**src/rtl/apb_pkg.sv**
```systemverilog
// Shared APB definitions.
//   state_t : slave FSM states (IDLE, ACCESS)
//   pmode_t : master-side transfer mode encodings (NOP, READ, WRITE)
package apb_pkg;

  typedef enum logic {
    IDLE   = 1'b0,
    ACCESS = 1'b1
  } state_t;

  typedef enum logic [1:0] {
    NOP   = 2'b00,
    READ  = 2'b10,
    WRITE = 2'b11
  } pmode_t;

endpackage

```
**src/rtl/apb_slave_regfile.sv**
```systemverilog
// Register array for the APB slave: one synchronous write port and one
// asynchronous read mux sharing a single address.
// Ports:
//   clk, rst        : clock, synchronous active-high reset (clears all regs)
//   we, addr, wdata : write strobe / register index / write data
//   rdata           : contents of reg[addr] (raw, gated by the caller)
module apb_slave_regfile #(
  parameter int DATA_WIDTH = 8,
  parameter int REG_DEPTH  = 16,
  parameter int IDX_W      = (REG_DEPTH > 1) ? $clog2(REG_DEPTH) : 1
) (
  input  logic                  clk,
  input  logic                  rst,
  input  logic                  we,
  input  logic [IDX_W-1:0]      addr,
  input  logic [DATA_WIDTH-1:0] wdata,
  output logic [DATA_WIDTH-1:0] rdata
);

  logic [DATA_WIDTH-1:0] mem [REG_DEPTH];

  always_ff @(posedge clk) begin
    if (rst) begin
      for (int i = 0; i < REG_DEPTH; i++) mem[i] <= '0;
    end else if (we) begin
      mem[addr] <= wdata;
    end
  end

  // Caller only uses rdata when addr is in range.
  assign rdata = mem[addr];

endmodule

```
**src/rtl/apb_slave.sv**
```systemverilog
// APB slave with a small register file.
// Two-state FSM (IDLE/ACCESS) captures address and direction in the setup
// phase; the transfer completes in ACCESS once PREADY_o is high.
// Optional wait states are enabled with the macro APB_SLAVE_WAIT_EN; without
// it the wait counter is a constant 0 and every transfer takes 2 cycles.
// Ports:
//   PCLK_i, PRESET_i              : clock, synchronous active-high reset
//   PSEL_i, PENABLE_i, PWRITE_i   : APB control
//   PADDR_i, PWDATA_i             : address, write data
//   PRDATA_o, PREADY_o, PSLVERR_o : read data, ready, error response
module apb_slave
  import apb_pkg::*;
#(
  parameter int ADDR_WIDTH  = 8,
  parameter int DATA_WIDTH  = 8,
  parameter int REG_DEPTH   = 16,
  parameter int WAIT_CYCLES = 2
) (
  input  logic                  PCLK_i,
  input  logic                  PRESET_i,
  input  logic                  PSEL_i,
  input  logic                  PENABLE_i,
  input  logic                  PWRITE_i,
  input  logic [ADDR_WIDTH-1:0] PADDR_i,
  input  logic [DATA_WIDTH-1:0] PWDATA_i,
  output logic [DATA_WIDTH-1:0] PRDATA_o,
  output logic                  PREADY_o,
  output logic                  PSLVERR_o
);

  localparam int IDX_W = (REG_DEPTH > 1) ? $clog2(REG_DEPTH) : 1;
  localparam int CW    = (WAIT_CYCLES > 0) ? $clog2(WAIT_CYCLES + 1) : 1;

  state_t                state;
  logic [ADDR_WIDTH-1:0] addr_q;
  logic                  wr_q;
  logic [CW-1:0]         wait_cnt;
  logic                  ready;
  logic                  addr_err;
  logic                  commit;
  logic [DATA_WIDTH-1:0] rd;

  // Widened by one bit so REG_DEPTH == 2^ADDR_WIDTH never flags an error.
  assign addr_err = {1'b0, addr_q} >= (ADDR_WIDTH+1)'(REG_DEPTH);
  assign ready    = (state == ACCESS) && (wait_cnt == '0);
  assign commit   = ready && PSEL_i && PENABLE_i && wr_q && !addr_err;

`ifndef APB_SLAVE_WAIT_EN
  assign wait_cnt = '0;
`endif

  always_ff @(posedge PCLK_i) begin
    if (PRESET_i) begin
      state  <= IDLE;
      addr_q <= '0;
      wr_q   <= 1'b0;
`ifdef APB_SLAVE_WAIT_EN
      wait_cnt <= '0;
`endif
    end else begin
      case (state)
        IDLE: begin
          if (PSEL_i && !PENABLE_i) begin
            state  <= ACCESS;
            addr_q <= PADDR_i;
            wr_q   <= PWRITE_i;
`ifdef APB_SLAVE_WAIT_EN
            wait_cnt <= CW'(WAIT_CYCLES);
`endif
          end
        end
        ACCESS: begin
          // Deselect aborts; otherwise leave only on the completion edge.
          if (!PSEL_i || (PENABLE_i && ready)) state <= IDLE;
`ifdef APB_SLAVE_WAIT_EN
          if (wait_cnt != '0) wait_cnt <= wait_cnt - CW'(1);
`endif
        end
        default: state <= IDLE;
      endcase
    end
  end

  apb_slave_regfile #(
    .DATA_WIDTH (DATA_WIDTH),
    .REG_DEPTH  (REG_DEPTH),
    .IDX_W      (IDX_W)
  ) u_regfile (
    .clk   (PCLK_i),
    .rst   (PRESET_i),
    .we    (commit),
    .addr  (addr_q[IDX_W-1:0]),
    .wdata (PWDATA_i),
    .rdata (rd)
  );

  assign PREADY_o  = ready;
  assign PSLVERR_o = ready && addr_err;
  assign PRDATA_o  = (ready && !wr_q && !addr_err) ? rd : '0;

endmodule
```
**config.mk**
```make
export PLATFORM = sky130hd
export DESIGN_NAME = apb_slave
export DESIGN_NICKNAME = d
export VERILOG_FILES = /design/src/rtl/apb_pkg.sv /design/src/rtl/apb_slave_regfile.sv /design/src/rtl/apb_slave.sv
export SDC_FILE = /design/constraint.sdc
export NUM_CORES = 1
export LEC_CHECK = 0
export ABC_AREA = 1
export BUFFER_PORTS_ARGS = -buffer_cell sky130_fd_sc_hd__buf_2
export CAP_MARGIN = 20
export CORE_ASPECT_RATIO = 2
export CORE_UTILIZATION = 25
export CTS_CLUSTER_SIZE = 24
export DETAILED_ROUTE_END_ITERATION = 10
export PLACE_DENSITY = 0.43
export SYNTH_ARGS = -nofsm -noshare
export SYNTH_HDL_FRONTEND = slang
export SYNTH_SLANG_ARGS = --single-unit
export TNS_END_PERCENT = 10
```
**constraint.sdc**
```tcl
create_clock -name PCLK_i -period 1.7 [get_ports PCLK_i]
set_clock_uncertainty 0.05 [all_clocks]
set_input_delay 0 -clock PCLK_i [delete_from_list [all_inputs] [get_ports PCLK_i]]
set_output_delay 0 -clock PCLK_i [all_outputs]
set_load 0.05 [all_outputs]
```
# ---- Word-level counts from Yosys, hierarchy flattened
# Memories as Yosys holds them, arrays and structs flattened. A register that Yosys moved wholly into a read port is not among the register bits.
# Index checks and enable logic that the tools add are counted.
dict set report word_totals {
  in_bits 21
  output_inout_bits 10
  mem_count 1
  ff_bits 10
  mem_bits_rw 128
  elab_cells 36
}
dict set report op_classes {
  reduce_logical 16
  n_lt_le_gt_ge 1
  bitwise 1
  n_mux 14
}
# memory words word_bits read_ports rd_ports_with_merged_regs write_ports line
set mem_list {}
lappend mem_list {u_regfile.mem 16 8 1 1 16 apb_slave_regfile.sv:20} ;# logic [DATA_WIDTH-1:0] mem [REG_DEPTH];
# op count
set op_table {}
lappend op_table {{$mux 8} 2}
lappend op_table {{$mux 4} 3}
lappend op_table {{$logic_and 1x1->1} 9}
lappend op_table {{$ge 8x5->1 const B} 1}
lappend op_table {{$mux 1} 8}
lappend op_table {{$reduce_or 8->1} 1}
lappend op_table {{$logic_not 1->1} 4}
lappend op_table {{$pmux 1 s2} 1}
lappend op_table {{$reduce_and 2->1} 1}
lappend op_table {{$logic_or 1x1->1} 1}
lappend op_table {{$not 1->1} 1}

# ---- Longest topological paths before layout
dict set report logic_depth {
  depth_word 9
  depth_mapped 8
}

# ---- Cells and area by module
# A second synthesis with hierarchy kept.
dict set report hier_totals {
  hier_cells 790
  hier_area_um2 6568.8
}
# module seq_area_each_um2 cells_each instances area_per_inst_um2
set by_module_without_submodules {}
lappend by_module_without_submodules {apb_slave_regfile 3843.7 705 1 6050.8}
lappend by_module_without_submodules {apb_slave 200.2 85 1 518.0}

# ---- Least setup slack after synthesis
# Ideal clock, no wire load.
dict set report synth_path {
  path_type {flip-flop to output port}
  start {register state (netlist: PREADY_o)}
  end {output PRDATA_o[0]}
  path_slack_ps -485
  required_ps 1650
  n_path_buf 0
  path_stages_with_launch 5
  arrival_ps 2135
  cell_sequence {dfxtp_1 inv_1 nor3_1 nand2_1 nor2_1}
}
dict set report synth_between {
  elab_chain_cells 3
}
# item line
set synth_lines {}
lappend synth_lines {{start, declared} apb_slave.sv:34} ;# state_t state;
lappend synth_lines {{start signal, assigned} apb_slave.sv:54} ;# state <= IDLE;
lappend synth_lines {{start signal, assigned} apb_slave.sv:64} ;# state <= ACCESS;
lappend synth_lines {{start signal, assigned} apb_slave.sv:74} ;# if (!PSEL_i || (PENABLE_i && ready)) state <= IDLE;
lappend synth_lines {{$logic_and 1x1->1 (2 in a row)} apb_slave.sv:99} ;# assign PRDATA_o = (ready && !wr_q && !addr_err) ? rd : '0;
lappend synth_lines {{$mux 8} apb_slave.sv:99}
lappend synth_lines {{end, declared} apb_slave.sv:26} ;# output logic [DATA_WIDTH-1:0] PRDATA_o,
# Every way passes these cells.

==> metrics.txt <==
failing checks=negative setup slack; Die Footprint=26600 sq um; Max Cap Viol=0; pin count of the biggest net entering global routing=40; CTS tree=yes; Leak=3.89 nW; 1st-pass router iterations=5; n_diodes=0; Final setup viols=8; Iteration-0 DRC Markers=between 200 and 300; Final nets=between 800 and 900; clock latency on the worst-skew pair=0.43 ns; root buffer cell=clkbuf_16; Worst Path Max Fanout=17; Setup CP Type=flop to output pin; initial antenna violation count=0; io pins=31; RR Startpoint=addr_q[7]; via count=just over 5000; Post-Syn Area=6470 sq um; gp weighted congestion=0.771; R2R setup slack=0.03 ns; pre-CTS setup slack=0.0195 ns; gr usage total=0.167; library cells used by synthesis=20; Worst R2R Path Depth=9; Clk pwr share=0.455; placed cell areas=7790 sq um; register area share after synthesis=0.638; Data required, critical path=1.65 ns; Sw Share=0.239; Area growth syn-to-layout=44.1%; cell family with most CP delay=flip-flops; critical path endpoint category=output pin; post-synthesis instance total=673; Die W=116 um; Most common cell on crit path=nand2_1; worst flop-to-flop path endpoint=u_regfile.mem[12][0]; RSZ-0062 raised after global routing=true; Final Cell Area=just over 9000 sq um; Core Region=25200 sq um; Fill cells=2602; Reg clk slew, reported paths=~0.060 ns; clk buf depth=2; DRT antenna net count=0; Vias/cell=4.41; Ys Warns=0; Starting Density=0.256; Hold Vio Cnt, Final=0; H-tree depth=4; Data arrival, critical path=1.92 ns; final worst-path cycle share=1.16; Die H=229 um; overall power=~9.3 mW; wire per inst=18.4 um; Synth Net Count=694; VDD IR max=0.604 mV; crit start category=flop; f_max=approximately 0.5 GHz; Worst Tran Pin Value=0.382 ns; CP cell instances=inv_8, buf_12, nand2_1, nand3_1, nand3_2, nand2_1, a21oi_1, nor2_2, buf_6; Seq pwr share=0.426; Crit path largest cell delay=0.50 ns; fin. max-slew vios=0; dpl hpwl=14000 um; port buffer count=30; shortest period the worst path allows=1.97 ns; Final Util=0.369; Yosys reg bits=142; status=finished with violations; Critical-path top delay cell=dfxtp_4; pwr/cell area=1000 nW/um^2; Hold Crit Class=primary input to flop; DRT Wirelength=20900 um; clock sinks=142; Pint=just over 7 mW; DRC Markers=0; Synth Area per Inst=9.61 sq um; Congestion Overflow GR=0; num rows=82; hold path cells=3; Worst slew margin=0.744; Hold Path Origin=PADDR_i[1]; CP bufs+invs=3; global-route wire length before repair=between 30000 and 40000 um; Hold Path End=addr_q[1]; layout cell share with drive strength beyond 1=0.357; Logic pwr share=0.119; clock buffer count from CTS=17; P_sw=2.23 mW; final setup margin=-0.268 ns; vias in the first global route=5248; Fin Setup TNS=-1.91 ns
## cell usage in the layout (no fill, tap or decap), types with 2 or more instances in the layout
cell and n:
clkbuf_16 19, nor2_2 7, buf_6 14, o21ai_0 8, buf_12 22, bufinv_16 6
nand3_1 38, nor2_1 133, clkinvlp_4 2, a31oi_2 6, edfxtp_1 128, inv_8 2
nand2_4 20, nor2_4 5, buf_8 2, dlygate4sd3_1 11, dfxtp_1 12, buf_4 55
a21oi_2 6, clkinv_2 3, clkinv_1 2, clkinv_4 3, nand2_2 36, nand3_2 44
buf_2 22, inv_1 34, a21oi_4 2, nand2_1 131, a21oi_1 16, buf_16 4
## flip-flops by register name (all words and copies together), names as in the netlist, named ones only
register,cells
wr_q,1
u_regfile.mem,128
PREADY_o,1
addr_q,8
## kinds of logic (layout without fill, tap and decap cells)
| group | Yosys count | count (layout) | synth area share |
|---|---|---|---|
| AND/OR/NAND/NOR | 419 | 419 | 0.286 |
| buffers and inverters | 73 | 203 | 0.0445 |
| flip-flops | 142 | 142 | 0.638 |
| AO/OA/AOI/OAI | 39 | 39 | 0.0315 |
## final cells by class
type	instances	area (sq um)	area share
timing repair inverter	1	11.3	0.00121
clock buffer	17	425	0.0457
tap	336	420	0.0451
inverter	39	155	0.0167
clock inverter	14	240	0.0258
sequential	142	4130	0.443
multi-input combinational	458	2510	0.270
timing repair buffer	132	1420	0.153
## Yosys cell counts (all sizes together)
cell / instances / area, sq um
nand4: 1 / 6.26
a31oi: 7 / 43.8
dfxtp: 14 / 280
nand3: 83 / 428
edfxtp: 128 / 3840
clkbuf: 22 / 82.6
nand2: 187 / 822
nor2: 145 / 574
o21ai: 8 / 40.0
buf: 12 / 58.8
a21oi: 24 / 120
nor3: 3 / 20.0
inv: 36 / 135
clkinv: 3 / 11.3
## layer usage
layer	track usage	routed length, um
met5	0	0
met4	0.0909	784
met3	0.0265	515
met2	0.324	12300
met1	0.161	7300
## timing repair
| action | 4_1_cts | 5_1_grt |
|---|---|---|
| pin swaps | 10 | 33 |
| endpoints found under the setup margin | 8 | 136 |
| setup buffers | 2 | 2 |
| endpoints found under the hold margin | 12 | 0 |
| cloned | 5 | 2 |
| gates resized for setup | 59 | 85 |
| hold buffers | 11 | 0 |
## through the flow
stage               hold slack, ns  cells
global route                0.0227   1139
finish                      0.0287   1139
CTS                        0.00114   1135
detailed placement           0.152   1086
global placement             0.153   1086
floorplan                   0.0191    673
## worst max path at each step
stage / from / endpoint / slack (ns) / cells past startpoint
global placement: flop / PRDATA_o[7] / 0.02 / 9
CTS: flop / PRDATA_o[6] / -0.27 / 10
finish: flop / PRDATA_o[7] / -0.27 / 9
detailed placement: addr_q[4] / u_regfile.mem[13][3] / 0.02 / 9
floorplan: wr_q / u_regfile.mem[0][0] / 0.01 / 6
global route: flop / PRDATA_o[0] / -0.32 / 8
## power by group through the flow
stage / Combinational, mW / Clock [mW] / Sequential [mW]
finish: 1.11 / 4.24 / 3.97
global route: 1.19 / 4.41 / 3.99
CTS: 1.02 / 4.32 / 3.97
detailed placement: 0.886 / 0 / 4.04
global placement: 0.886 / 0 / 4.04
floorplan: 0.449 / 0 / 4.02
## worst reg2reg max path, stage by stage, from the launching register on
cell and delay [ns]:
dfxtp_1 0.29, inv_1 0.08, nand4_1 0.15, inv_2 0.11, nand3_4 0.13, nor2_4 0.16, buf_12 0.14, nand2_4 0.05
nand2_2 0.08, buf_12 0.13
No activity file was read; power rests on OpenSTA's default activity.
